### src/rtl/handshake_sender_pkg.sv
// Shared definitions for the four-phase req/ack crossing (sender and receiver sides).
// No logic; state encoding and default depths only.
// Receive-side blocks reuse the default constants below.
package handshake_sender_pkg;

  typedef enum logic [1:0] {
    IDLE = 2'd0,
    REQ  = 2'd1,
    REL  = 2'd2
  } hs_state_t;

  localparam int HS_SYNC_LEN_DEF = 4;
  localparam int HS_TIMEOUT_DEF  = 1024;

endpackage

### src/rtl/handshake_sender_sync_chain.sv
// 1-bit synchronizer shift register for an asynchronous level input.
// Latency: DEPTH clk edges from capture to q.
// Backpressure: none; free-running on every edge.
module sync_chain
  import handshake_sender_pkg::*;
#(
  parameter int DEPTH = HS_SYNC_LEN_DEF
) (
  input  logic clk,
  input  logic rst,
  input  logic d,
  output logic q
);

  logic [DEPTH-1:0] stages;

  always_ff @(posedge clk) begin
    if (rst) begin
      stages <= '0;
    end else begin
      stages <= {stages[DEPTH-2:0], d};
    end
  end

  assign q = stages[DEPTH-1];

endmodule

### src/rtl/handshake_sender.sv
// Four-phase req/ack transmitter into an unrelated clock domain; optional watchdog under HS_TIMEOUT_EN.
// Latency: req_out rises the edge after accept; minimum accept-to-tx_done is 2*SYNC_LEN+2 cycles plus far side.
// Backpressure: tx_ready low outside IDLE and while synchronized ack is high; no buffering.
module handshake_sender
  import handshake_sender_pkg::*;
#(
  parameter int DATA_W      = 8,
  parameter int SYNC_LEN    = HS_SYNC_LEN_DEF,
  parameter int TIMEOUT_CYC = HS_TIMEOUT_DEF
) (
  input  logic              clk,
  input  logic              rst,
  input  logic              tx_valid,
  output logic              tx_ready,
  input  logic [DATA_W-1:0] tx_data,
  output logic              req_out,
  output logic [DATA_W-1:0] data_out,
  input  logic              ack_in,
  output logic              tx_done,
  output logic              err_timeout
);

  hs_state_t state;
  hs_state_t state_nxt;
  logic      ack_s;
  logic      accept;
  logic      req_expire;
  logic      rel_expire;

  sync_chain #(
    .DEPTH (SYNC_LEN)
  ) u_ack_sync (
    .clk (clk),
    .rst (rst),
    .d   (ack_in),
    .q   (ack_s)
  );

  // A stale high ack must never be answered by a new request.
  assign tx_ready = (state == IDLE) && !ack_s;
  assign accept   = tx_valid && tx_ready;

`ifdef HS_TIMEOUT_EN
  localparam int              CNT_W    = (TIMEOUT_CYC > 2) ? $clog2(TIMEOUT_CYC) : 1;
  localparam logic [CNT_W-1:0] CNT_MAX  = CNT_W'(TIMEOUT_CYC - 1);
  localparam logic [CNT_W-1:0] CNT_WARN = CNT_W'(TIMEOUT_CYC - 2);

  logic [CNT_W-1:0] wd_cnt;

  always_ff @(posedge clk) begin
    if (rst || (state_nxt != state)) begin
      wd_cnt <= '0;
    end else if ((state != IDLE) && (wd_cnt != CNT_MAX)) begin
      wd_cnt <= wd_cnt + 1'b1;
    end
  end

  assign req_expire = (state == REQ) && (wd_cnt == CNT_MAX);
  // REL flags the edge on which the counter reaches its saturation value, so it fires once.
  assign rel_expire = (state == REL) && ack_s && (wd_cnt == CNT_WARN);
`else
  assign req_expire = 1'b0;
  assign rel_expire = 1'b0;
`endif

  always_comb begin
    state_nxt = state;
    case (state)
      IDLE:    if (accept) state_nxt = REQ;
      REQ:     if (ack_s || req_expire) state_nxt = REL;
      REL:     if (!ack_s) state_nxt = IDLE;
      default: state_nxt = IDLE;
    endcase
  end

  always_ff @(posedge clk) begin
    if (rst) begin
      state       <= IDLE;
      req_out     <= 1'b0;
      data_out    <= '0;
      tx_done     <= 1'b0;
      err_timeout <= 1'b0;
    end else begin
      state       <= state_nxt;
      req_out     <= (state_nxt == REQ);
      tx_done     <= (state == REL) && (state_nxt == IDLE);
      err_timeout <= (req_expire && !ack_s) || rel_expire;
      if (accept) begin
        data_out <= tx_data;
      end
    end
  end

endmodule

### config.mk
export PLATFORM = sky130hd
export DESIGN_NAME = handshake_sender
export DESIGN_NICKNAME = d
export VERILOG_FILES = /design/src/rtl/handshake_sender_pkg.sv /design/src/rtl/handshake_sender_sync_chain.sv /design/src/rtl/handshake_sender.sv
export SDC_FILE = /design/constraint.sdc
export NUM_CORES = 1
export LEC_CHECK = 0
export ABC_AREA = 1
export ABC_CLOCK_PERIOD_IN_PS = 1100
export CORE_MARGIN = 3
export CORE_UTILIZATION = 40
export CTS_BUF_LIST = sky130_fd_sc_hd__clkbuf_4
export CTS_CLUSTER_SIZE = 25
export DETAILED_ROUTE_END_ITERATION = 10
export PLACE_DENSITY = 0.82
export SETUP_SLACK_MARGIN = 0.02
export SYNTH_ARGS = -nofsm -noshare
export SYNTH_HDL_FRONTEND = slang
export SYNTH_SLANG_ARGS = --single-unit
### constraint.sdc
create_clock -name clk -period 1.1 [get_ports clk]
set_clock_uncertainty 0.1 [all_clocks]
set_input_delay 0.165 -clock clk [delete_from_list [all_inputs] [get_ports clk]]
set_output_delay 0.165 -clock clk [all_outputs]
set_load 0.1 [all_outputs]
==> results of run 1 <==
[per-stage QoR]
stage	total power, mW	instance area [µm²]	setup slack (ns)	TNS, ns
2_1_floorplan	1.01	731	-0.309	-0.309
3_3_place_gp	1.20	1080	-0.200	-1.87
3_5_place_dp	1.21	1080	-0.240	-2.15
4_1_cts	1.53	1160	-0.220	-0.438
5_1_grt	1.61	1180	-0.248	-1.60
6_report	1.54	1180	-0.225	-0.732
[worst reg2reg max path, stage by stage (launching register included)]
cell      delay, ns
dfxtp_4        0.36
buf_4          0.15
nor2_8         0.12
nand3_4        0.15
nand2_2        0.09
clkinv_1       0.05
nor2_1         0.09
[power groups by stage]
stage / clock network [mW] / logic, mW / registers, mW
final: 0.309 / 0.577 / 0.650
after global routing: 0.352 / 0.607 / 0.654
after CTS: 0.315 / 0.561 / 0.650
after detailed placement: 0 / 0.540 / 0.670
after global placement: 0 / 0.534 / 0.668
after floorplan: 0 / 0.152 / 0.855
[how the worst max path moves through the flow]
| stage | slack, ns | to | depth (start not counted) |
|---|---|---|---|
| after floorplan | -0.31 | tx_ready | 1 |
| after global placement | -0.20 | data_out[6] | 5 |
| after detailed placement | -0.24 | data_out[6] | 5 |
| after CTS | -0.22 | tx_ready | 2 |
| after global routing | -0.25 | tx_ready | 2 |
| final | -0.22 | tx_ready | 2 |
[cell families (layout without fill, tap and decap cells)]
family	count (synthesis)	count (layout)	share of synthesized area [%]
AOI/OAI and AO/OA	3	3	2.15
buffers and inverters	34	65	20.5
DFF	16	16	46.0
other	1	1	0.538
and+or+nand+nor	43	43	30.9
[layout by cell type, fill, tap and decap left out, drive strengths merged]
cell	instances
inv	27
buf	19
nor2	16
nand2	16
dfxtp	16
clkdlybuf4s50	11
nand4	8
clkinv	4
clkbuf	3
o21ai	3
nor3	1
nand3	1
clkinvlp	1
nor4	1
conb	1
[sequential cells by signal, summed over array words and instances, names as in the netlist]
signal / flops
state: 2
tx_done: 1
data_out: 8
req_out: 1
u_ack_sync.stages: 4
[synth_stat cells]
library cell,count
nor2_8,1
inv_2,1
dfxtp_1,16
nand2_1,16
o21ai_0,3
nor4_1,1
clkinv_1,4
nand3_4,1
buf_4,1
buf_2,1
nor2_1,15
inv_1,26
conb_1,1
clkbuf_8,1
nand4_1,8
nor3_1,1
[layout make-up]
class / instances / area [µm²]
flip-flops and latches: 16 / 349
inverters: 31 / 125
well taps: 16 / 20.0
fillers: 113 / 392
clock inverters: 1 / 3.75
clock buffers: 3 / 22.5
multi-input cells: 47 / 267
repair buffers: 30 / 398
[routing by layer]
layer  vias up  part of all wire (%)  GRT usage [%]
li1        345                     -              -
met1       302                    40           20.5
met2        22                    53           26.6
met3         2                   4.8           2.63
met4         0                   1.5           9.68
met5         -                     0              0
[repair_timing]
| action | CTS | global route |
|---|---|---|
| buffers inserted | 5 | 0 |
| setup endpoints to repair | 17 | 22 |
| pin swaps | 3 | 3 |
| resized for setup | 9 | 8 |
==> out/results.ini, run 1 <==
[route]
drcViolationCount = 0
routed_wl_um = 1660
wl_per_cell_um = 11.5
drtIter0Drc = 6
first_pass_iters = 4
vias = 671
postRouteAntennaNets = 0
drt-vias-per-instance = 4.66

[worst_hold_path]
hp-start = ack_in
hold_path_end = u_ack_sync.stages[0]
hold_depth = 3
holdCritPathClass = in -> reg

[global_routing]
grt_pass1_wl_um = 2590
grt_use_total_pct = 16.5
antenna_found_initial = 0
grt_pass1_vias = 612
grt_max_degree = 11
grt-ovfl-total = 0

[critical_path]
cp-end-kind = output pin
worstReg2RegStart = u_ack_sync.stages[3]
ff2ff_setup_slack_ns = -0.09
critPathMaxFanout = 2
cp_slowest_stage_delay_ns = 0.36
critPathBufInv = 1
critPathLaunchType = register
worstPathArrival_ns = 1.06
cp_cell_sequence = nor3_4 -> buf_12
crit_family = flip-flops
crit_slowest_cell = dfxtp_4
rr_worst_depth = 6
crit_type = reg -> out
crit_start = state[0]
r2r_end = data_out[2]
required_ns = 0.83

[power]
seqPwrFrac_pct = 42.3
p_per_area_mw_per_mm2 = 1300
leakage_nw = 0.567
pwr-share-clk_pct = 20.1
ir_worst_vdd_mv = 0.911
switching_share_pct = 37.2
p_comb_share_pct = 37.6
p_int_mw = 0.964
netSwitchingPower_mw = 0.572

[yosys]
synth_nets = 109
synth_seq_cells = 16
ys_types = 16
syn_avg_cell_area_um2 = 7.18
synth_top_area_share_pct = 46.0
synth_largest_area_cell = dfxtp_1
seq_area_frac_synth_pct = 46.0
netlist_area_um2 = 697
netlist_instances = 97
yosys_warnings = 0
synth_area_leaders = dfxtp_1 (46%), inv_1 (14%), nand2_1 (8.6%)

[placed_design]
place.gp.congestion = 0.764
dp_hpwl_um = 1090
port_buffers = 22
dpl.cell_count = 135

[sta]
finalWorstSetupSlack_ns = -0.225
setup_viol = 9
fin_crit_sh_pct = 120
drv_slew = 0
fmax_mhz = 755
post-route-min-period_ns = 1.32
rsz0062_at_grt = yes
finalHoldViolCount = 0
hold_ws_ns = 0.300

[floorplanning]
dieArea_mm2 = 0.00228
placementRows = 14
die_y_um = 47.7
start_util_pct = 44.2
fp.dieW_um = 47.7
ios = 24
core_area_mm2 = 0.00158

[finish]
diodes = 0
syn2layout_area_growth_pct = 70.0
stdcell_count = 144
final_layout_size_suffix_gt1_share_pct = 37.5
postLayoutCoreUtil_pct = 75.2
nets = 141

[clock_tree]
clkTransAtPathRegs_ns = 0.10
h-tree-depth = 1
clock_sinks = 16
clk_path_buf_depth = 2
clock-root-buffer = clkbuf_4
numCtsBuffers = 3
cts_tree = done
insertion_delay_ns = 0.28
cts_hold_buffers = 0

[job]
maxCapViolations = 0

[status]
outcome = finished, violations left
violations = setup timing

No activity file was read; power rests on OpenSTA's default activity.
==> run 2, diff against run 1 <==
- CELL_PAD_IN_SITES_DETAIL_PLACEMENT: not set -> 1
- CELL_PAD_IN_SITES_GLOBAL_PLACEMENT: not set -> 1
- CORE_UTILIZATION: 40 -> 31
- CTS_CLUSTER_SIZE: 25 -> not set
- PLACE_DENSITY: 0.82 -> 0.89
==> out/results.ini, run 2 (synthesis gave the netlist of run 1 again) <==
[status]
outcome = finished, violations left  ; unchanged
violations = setup timing  ; unchanged

[placed_design]
port_buffers = 22  ; unchanged
dpl.cell_count = 145  ; was 135
dp_hpwl_um = 1320  ; was 1090 µm
place.gp.congestion = 0.781  ; was 0.764
dpl_cell_area_mm2 = 0.00108  ; about the same

[finish]
syn2layout_area_growth_pct = 71.3  ; was 70.0%
final_cell_mix = inv_1 (26), nor2_1 (15), clkdlybuf4s50_1 (11), buf_12 (11)  ; was inv_1 (26), nor2_1 (14), clkdlybuf4s50_1 (11), buf_12 (11), nand2_1 (10)
nets = 141  ; unchanged
stdcell_area_mm2 = 0.00119  ; was 0.00118 mm²
stdcell_count = 155  ; was 144
multi_input_area_um2 = 265  ; was 267 µm²
postLayoutCoreUtil_pct = 58.5  ; was 75.2%
largest_reg_flops = 8  ; unchanged
final_layout_size_suffix_gt1_share_pct = 36.7  ; was 37.5%
final_common_cell = inv_1  ; unchanged
fillers = 255  ; was 113
regArea_um2 = 352  ; was 349 µm²
regMostFlops = data_out  ; unchanged
top_regs = data_out: 8 flops, u_ack_sync.stages: 4 flops, state: 2 flops  ; unchanged
diodes = 0  ; unchanged

[critical_path]
cp_cell_sequence = nor3_4 -> buf_12  ; unchanged
worstPathArrival_ns = 1.08  ; was 1.06 ns
required_ns = 0.83  ; about the same
crit_slowest_cell = dfxtp_4  ; unchanged
critPathLaunchType = register  ; unchanged
worstReg2RegStart = state[1]  ; was u_ack_sync.stages[3]
crit_start = state[1]  ; was state[0]
crit_type = reg -> out  ; unchanged
ff2ff_setup_slack_ns = -0.18  ; was -0.09 ns
cp_slowest_stage_delay_ns = 0.37  ; was 0.36 ns
crit_family = flip-flops  ; unchanged
critPathBufInv = 1  ; unchanged
cp-end-kind = output pin  ; unchanged
critPathMaxFanout = 2  ; unchanged
rr_worst_depth = 6  ; unchanged
r2r_end = data_out[3]  ; was data_out[2]

[route]
routed_wl_um = 1950  ; was 1660 µm
first_pass_iters = 4  ; unchanged
vias = 679  ; was 671
drtIter0Drc = 5  ; was 6
wl_per_cell_um = 12.6  ; was 11.5 µm
drcViolationCount = 0  ; unchanged
postRouteAntennaNets = 0  ; unchanged
drt-vias-per-instance = 4.38  ; was 4.66

[floorplanning]
die_y_um = 53.4  ; was 47.7 µm
core_area_mm2 = 0.00204  ; was 0.00158 mm²
dieArea_mm2 = 0.00285  ; was 0.00228 mm²
fp.dieW_um = 53.4  ; was 47.7 µm
ios = 24  ; unchanged
start_util_pct = 34.1  ; was 44.2%
placementRows = 16  ; was 14

[worst_hold_path]
hold_depth = 3  ; unchanged
hp-start = ack_in  ; unchanged
hold_path_end = u_ack_sync.stages[0]  ; unchanged
holdCritPathClass = in -> reg  ; unchanged

[clock_tree]
clkTransAtPathRegs_ns = 0.10  ; about the same
clock-root-buffer = clkbuf_4  ; unchanged
clk_path_buf_depth = 2  ; unchanged
h-tree-depth = 1  ; unchanged
insertion_delay_ns = 0.29  ; was 0.28 ns
cts_tree = done  ; unchanged
clock_sinks = 16  ; unchanged
numCtsBuffers = 3  ; unchanged

[sta]
fin_crit_sh_pct = 122  ; was 120%
post-route-min-period_ns = 1.34  ; was 1.32 ns
fmax_mhz = 744  ; was 755 MHz
finalWorstSetupSlack_ns = -0.244  ; was -0.225 ns
setup_viol = 10  ; was 9
rsz0062_at_grt = yes  ; unchanged
setup_tns_ns = -1.33  ; was -0.732 ns
drv_slew = 0  ; unchanged
finalHoldViolCount = 0  ; unchanged

[power]
netSwitchingPower_mw = 0.596  ; was 0.572 mW
switching_share_pct = 38.3  ; was 37.2%
p_per_area_mw_per_mm2 = 1310  ; was 1300 mW/mm²
ir_worst_vdd_mv = 0.881  ; was 0.911 mV
leakage_nw = 0.567  ; about the same
seqPwrFrac_pct = 41.7  ; was 42.3%
p_comb_share_pct = 37.0  ; was 37.6%
pwr-share-clk_pct = 21.3  ; was 20.1%
p_int_mw = 0.962  ; was 0.964 mW

[global_routing]
grt_pass1_wl_um = 2840  ; was 2590 µm
grt_use_total_pct = 14.2  ; was 16.5%
antenna_found_initial = 0  ; unchanged
grt_pass1_vias = 662  ; was 612
grt-ovfl-total = 0  ; unchanged
grt_max_degree = 11  ; unchanged

[job]
maxCapViolations = 0  ; unchanged

## run 2: routing by layer
metal / track usage (%) / vias up / wire length, µm
li1: - / 346 / -
met1: 15.4 / 310 / 805
met2: 24.5 / 19 / 992
met3: 3.94 / 4 / 117
met4: 7.66 / 0 / 33
met5: 0 / - / 0
## run 2: layout make-up
cell class              instances  area share [%]
clock buffers                   3            1.89
flip-flops and latches         16            29.5
clock inverters                 1           0.314
inverters                      31            9.96
multi-input cells              47            22.2
well taps                      27            2.83
repair buffers                 30            33.3
## run 2: power groups by stage
| stage | clock (mW) | sequential (mW) | combinational, mW |
|---|---|---|---|
| after floorplan | 0 | 0.855 | 0.152 |
| final | 0.332 | 0.649 | 0.577 |
| after global routing | 0.368 | 0.653 | 0.609 |
| after CTS | 0.336 | 0.654 | 0.555 |
| after detailed placement | 0 | 0.671 | 0.544 |
| after global placement | 0 | 0.668 | 0.534 |
## run 2: stage by stage
step / hold slack (ns) / power [mW] / setup WS, ns
2_1_floorplan: 0.172 / 1.01 / -0.309
3_3_place_gp: 0.284 / 1.20 / -0.203
3_5_place_dp: 0.299 / 1.21 / -0.240
4_1_cts: 0.297 / 1.55 / -0.260
5_1_grt: 0.321 / 1.63 / -0.290
6_report: 0.294 / 1.56 / -0.244
## run 2: timing repair
action,4_1_cts,5_1_grt
setup endpoints to repair,19,21
pin swaps,2,7
setup buffers,3,3
hold buffers,0,0
gates resized for setup,6,10
## run 2: how the worst max path moves through the flow
| stage | to | slack, ns | depth (start not counted) |
|---|---|---|---|
| 2_1_floorplan | tx_ready | -0.31 | 1 |
| 3_3_place_gp | data_out[6] | -0.20 | 5 |
| 6_report | tx_ready | -0.24 | 2 |
| 3_5_place_dp | data_out[6] | -0.24 | 5 |
| 5_1_grt | tx_ready | -0.29 | 2 |
| 4_1_cts | tx_ready | -0.26 | 2 |
## run 2: worst min-delay path, stage by stage
cell and delay [ns]:
clkdlybuf4s50_1 0.40, inv_1 0.06, nor2_1 0.03
==> run 3, diff against run 2 <==
- PLACE_DENSITY: 0.89 -> not set
- PLACE_DENSITY_LB_ADDON: not set -> 0.1
==> out/results.ini, run 3 (synthesis gave the netlist of run 1 again) <==
[clock_tree]
insertion_delay_ns = 0.29  ; about the same
clkTransAtPathRegs_ns = 0.09  ; was 0.10 ns
clk_path_buf_depth = 2  ; unchanged
cts_tree = done  ; unchanged
clock-root-buffer = clkbuf_4  ; unchanged
numCtsBuffers = 3  ; unchanged
clock_sinks = 16  ; unchanged
h-tree-depth = 1  ; unchanged

[sta]
post-route-min-period_ns = 1.33  ; was 1.34 ns
rsz0062_at_grt = yes  ; unchanged
fin_crit_sh_pct = 121  ; was 122%
setup_viol = 11  ; was 10
setup_tns_ns = -0.651  ; was -1.33 ns
drv_slew = 0  ; unchanged
finalWorstSetupSlack_ns = -0.229  ; was -0.244 ns
finalHoldViolCount = 0  ; unchanged
fmax_mhz = 752  ; was 744 MHz

[route]
vias = 692  ; was 679
routed_wl_um = 1750  ; was 1950 µm
drtIter0Drc = 4  ; was 5
postRouteAntennaNets = 0  ; unchanged
first_pass_iters = 2  ; was 4
wl_per_cell_um = 11.4  ; was 12.6 µm
drcViolationCount = 0  ; unchanged
drt-vias-per-instance = 4.49  ; was 4.38

[finish]
top_regs = data_out: 8 flops, u_ack_sync.stages: 4 flops, state: 2 flops  ; unchanged
regMostFlops = data_out  ; unchanged
largest_reg_flops = 8  ; unchanged
nets = 140  ; was 141
stdcell_count = 154  ; was 155
final_cell_mix = inv_1 (21), nor2_1 (11), clkdlybuf4s50_1 (11), buf_12 (11), nand2_1 (9)  ; was inv_1 (26), nor2_1 (15), clkdlybuf4s50_1 (11), buf_12 (11)
syn2layout_area_growth_pct = 73.6  ; was 71.3%
final_layout_size_suffix_gt1_share_pct = 45.7  ; was 36.7%
diodes = 0  ; unchanged
final_common_cell = inv_1  ; unchanged

[global_routing]
grt_use_total_pct = 15.1  ; was 14.2%
antenna_found_initial = 0  ; unchanged
grt_max_degree = 11  ; unchanged
grt_pass1_vias = 707  ; was 662
grt-ovfl-total = 0  ; unchanged
grt_pass1_wl_um = 2990  ; was 2840 µm

[floorplanning]
ios = 24  ; unchanged
start_util_pct = 34.1  ; unchanged
dieArea_mm2 = 0.00285  ; unchanged
die_y_um = 53.4  ; unchanged
core_area_mm2 = 0.00204  ; unchanged
placementRows = 16  ; unchanged
fp.dieW_um = 53.4  ; unchanged

[critical_path]
crit_type = reg -> out  ; unchanged
worstPathArrival_ns = 1.06  ; was 1.08 ns
critPathLaunchType = register  ; unchanged
critPathMaxFanout = 2  ; unchanged
required_ns = 0.83  ; about the same
cp-end-kind = output pin  ; unchanged

[power]
p_comb_share_pct = 37.5  ; was 37.0%
netSwitchingPower_mw = 0.592  ; was 0.596 mW
p_int_mw = 0.962  ; about the same
seqPwrFrac_pct = 41.8  ; was 41.7%
ir_worst_vdd_mv = 0.901  ; was 0.881 mV
switching_share_pct = 38.1  ; was 38.3%
leakage_nw = 0.567  ; about the same
p_per_area_mw_per_mm2 = 1280  ; was 1310 mW/mm²
pwr-share-clk_pct = 20.7  ; was 21.3%

[job]
maxCapViolations = 0  ; unchanged

[placed_design]
dp_hpwl_um = 1360  ; was 1320 µm
dpl.cell_count = 147  ; was 145
place.gp.congestion = 0.753  ; was 0.781
port_buffers = 22  ; unchanged

[status]
outcome = finished, violations left  ; unchanged
violations = setup timing  ; unchanged

[worst_hold_path]
holdCritPathClass = in -> reg  ; unchanged

run 3: area by class of cell:
cell class	instances	area, µm²
multi-input cells	47	279
inverters	31	125
fillers	252	832
clock buffers	3	22.5
clock inverters	1	3.75
repair buffers	29	394
well taps	27	33.8
flip-flops and latches	16	352
run 3: critical path, stage by stage, from the launching register on:
cell and delay, ns:
dfxtp_4 0.36, nor3_4 0.21, buf_12 0.20
run 3: through the flow:
stage	hold WS (ns)	util (%)	total power [mW]	setup WS, ns	instance area (µm²)
global placement	0.284	53.8	1.21	-0.241	1100
finish	0.286	59.3	1.55	-0.229	1210
global route	0.308	59.3	1.65	-0.283	1210
detailed placement	0.293	53.8	1.22	-0.277	1100
CTS	0.275	57.8	1.56	-0.253	1180
floorplan	0.172	-	1.01	-0.309	731
run 3: path summary, 6_finish.rpt:
path,slack (ns),startpoint,cells past startpoint,end
max reg2reg,-0.07,state[1],6,data_out[1]
min reg2reg,0.30,u_ack_sync.stages[2],2,u_ack_sync.stages[3]
max,-0.23,state[0],2,tx_ready
min,0.29,ack_in,3,u_ack_sync.stages[0]
run 3: power groups by stage:
stage	logic, mW	clock network (mW)	registers, mW
2_1_floorplan	0.152	0	0.855
3_3_place_gp	0.538	0	0.669
3_5_place_dp	0.547	0	0.672
4_1_cts	0.568	0.346	0.650
5_1_grt	0.615	0.378	0.655
6_report	0.583	0.321	0.650
run 3: metal layers:
metal / share of wire (%) / GRT usage [%] / vias to the layer above
met5: 0 / 0 / -
met4: 2.7 / 10.2 / 0
met3: 5.9 / 2.82 / 5
met2: 49 / 24.3 / 20
met1: 42 / 17.9 / 325
li1: - / - / 342
run 3: what timing repair did:
item,in CTS,in global routing
gates resized for setup,14,16
hold endpoints to repair,0,0
setup buffers,3,0
pin swaps,18,13
setup endpoints to repair,20,22
hold buffers,0,0
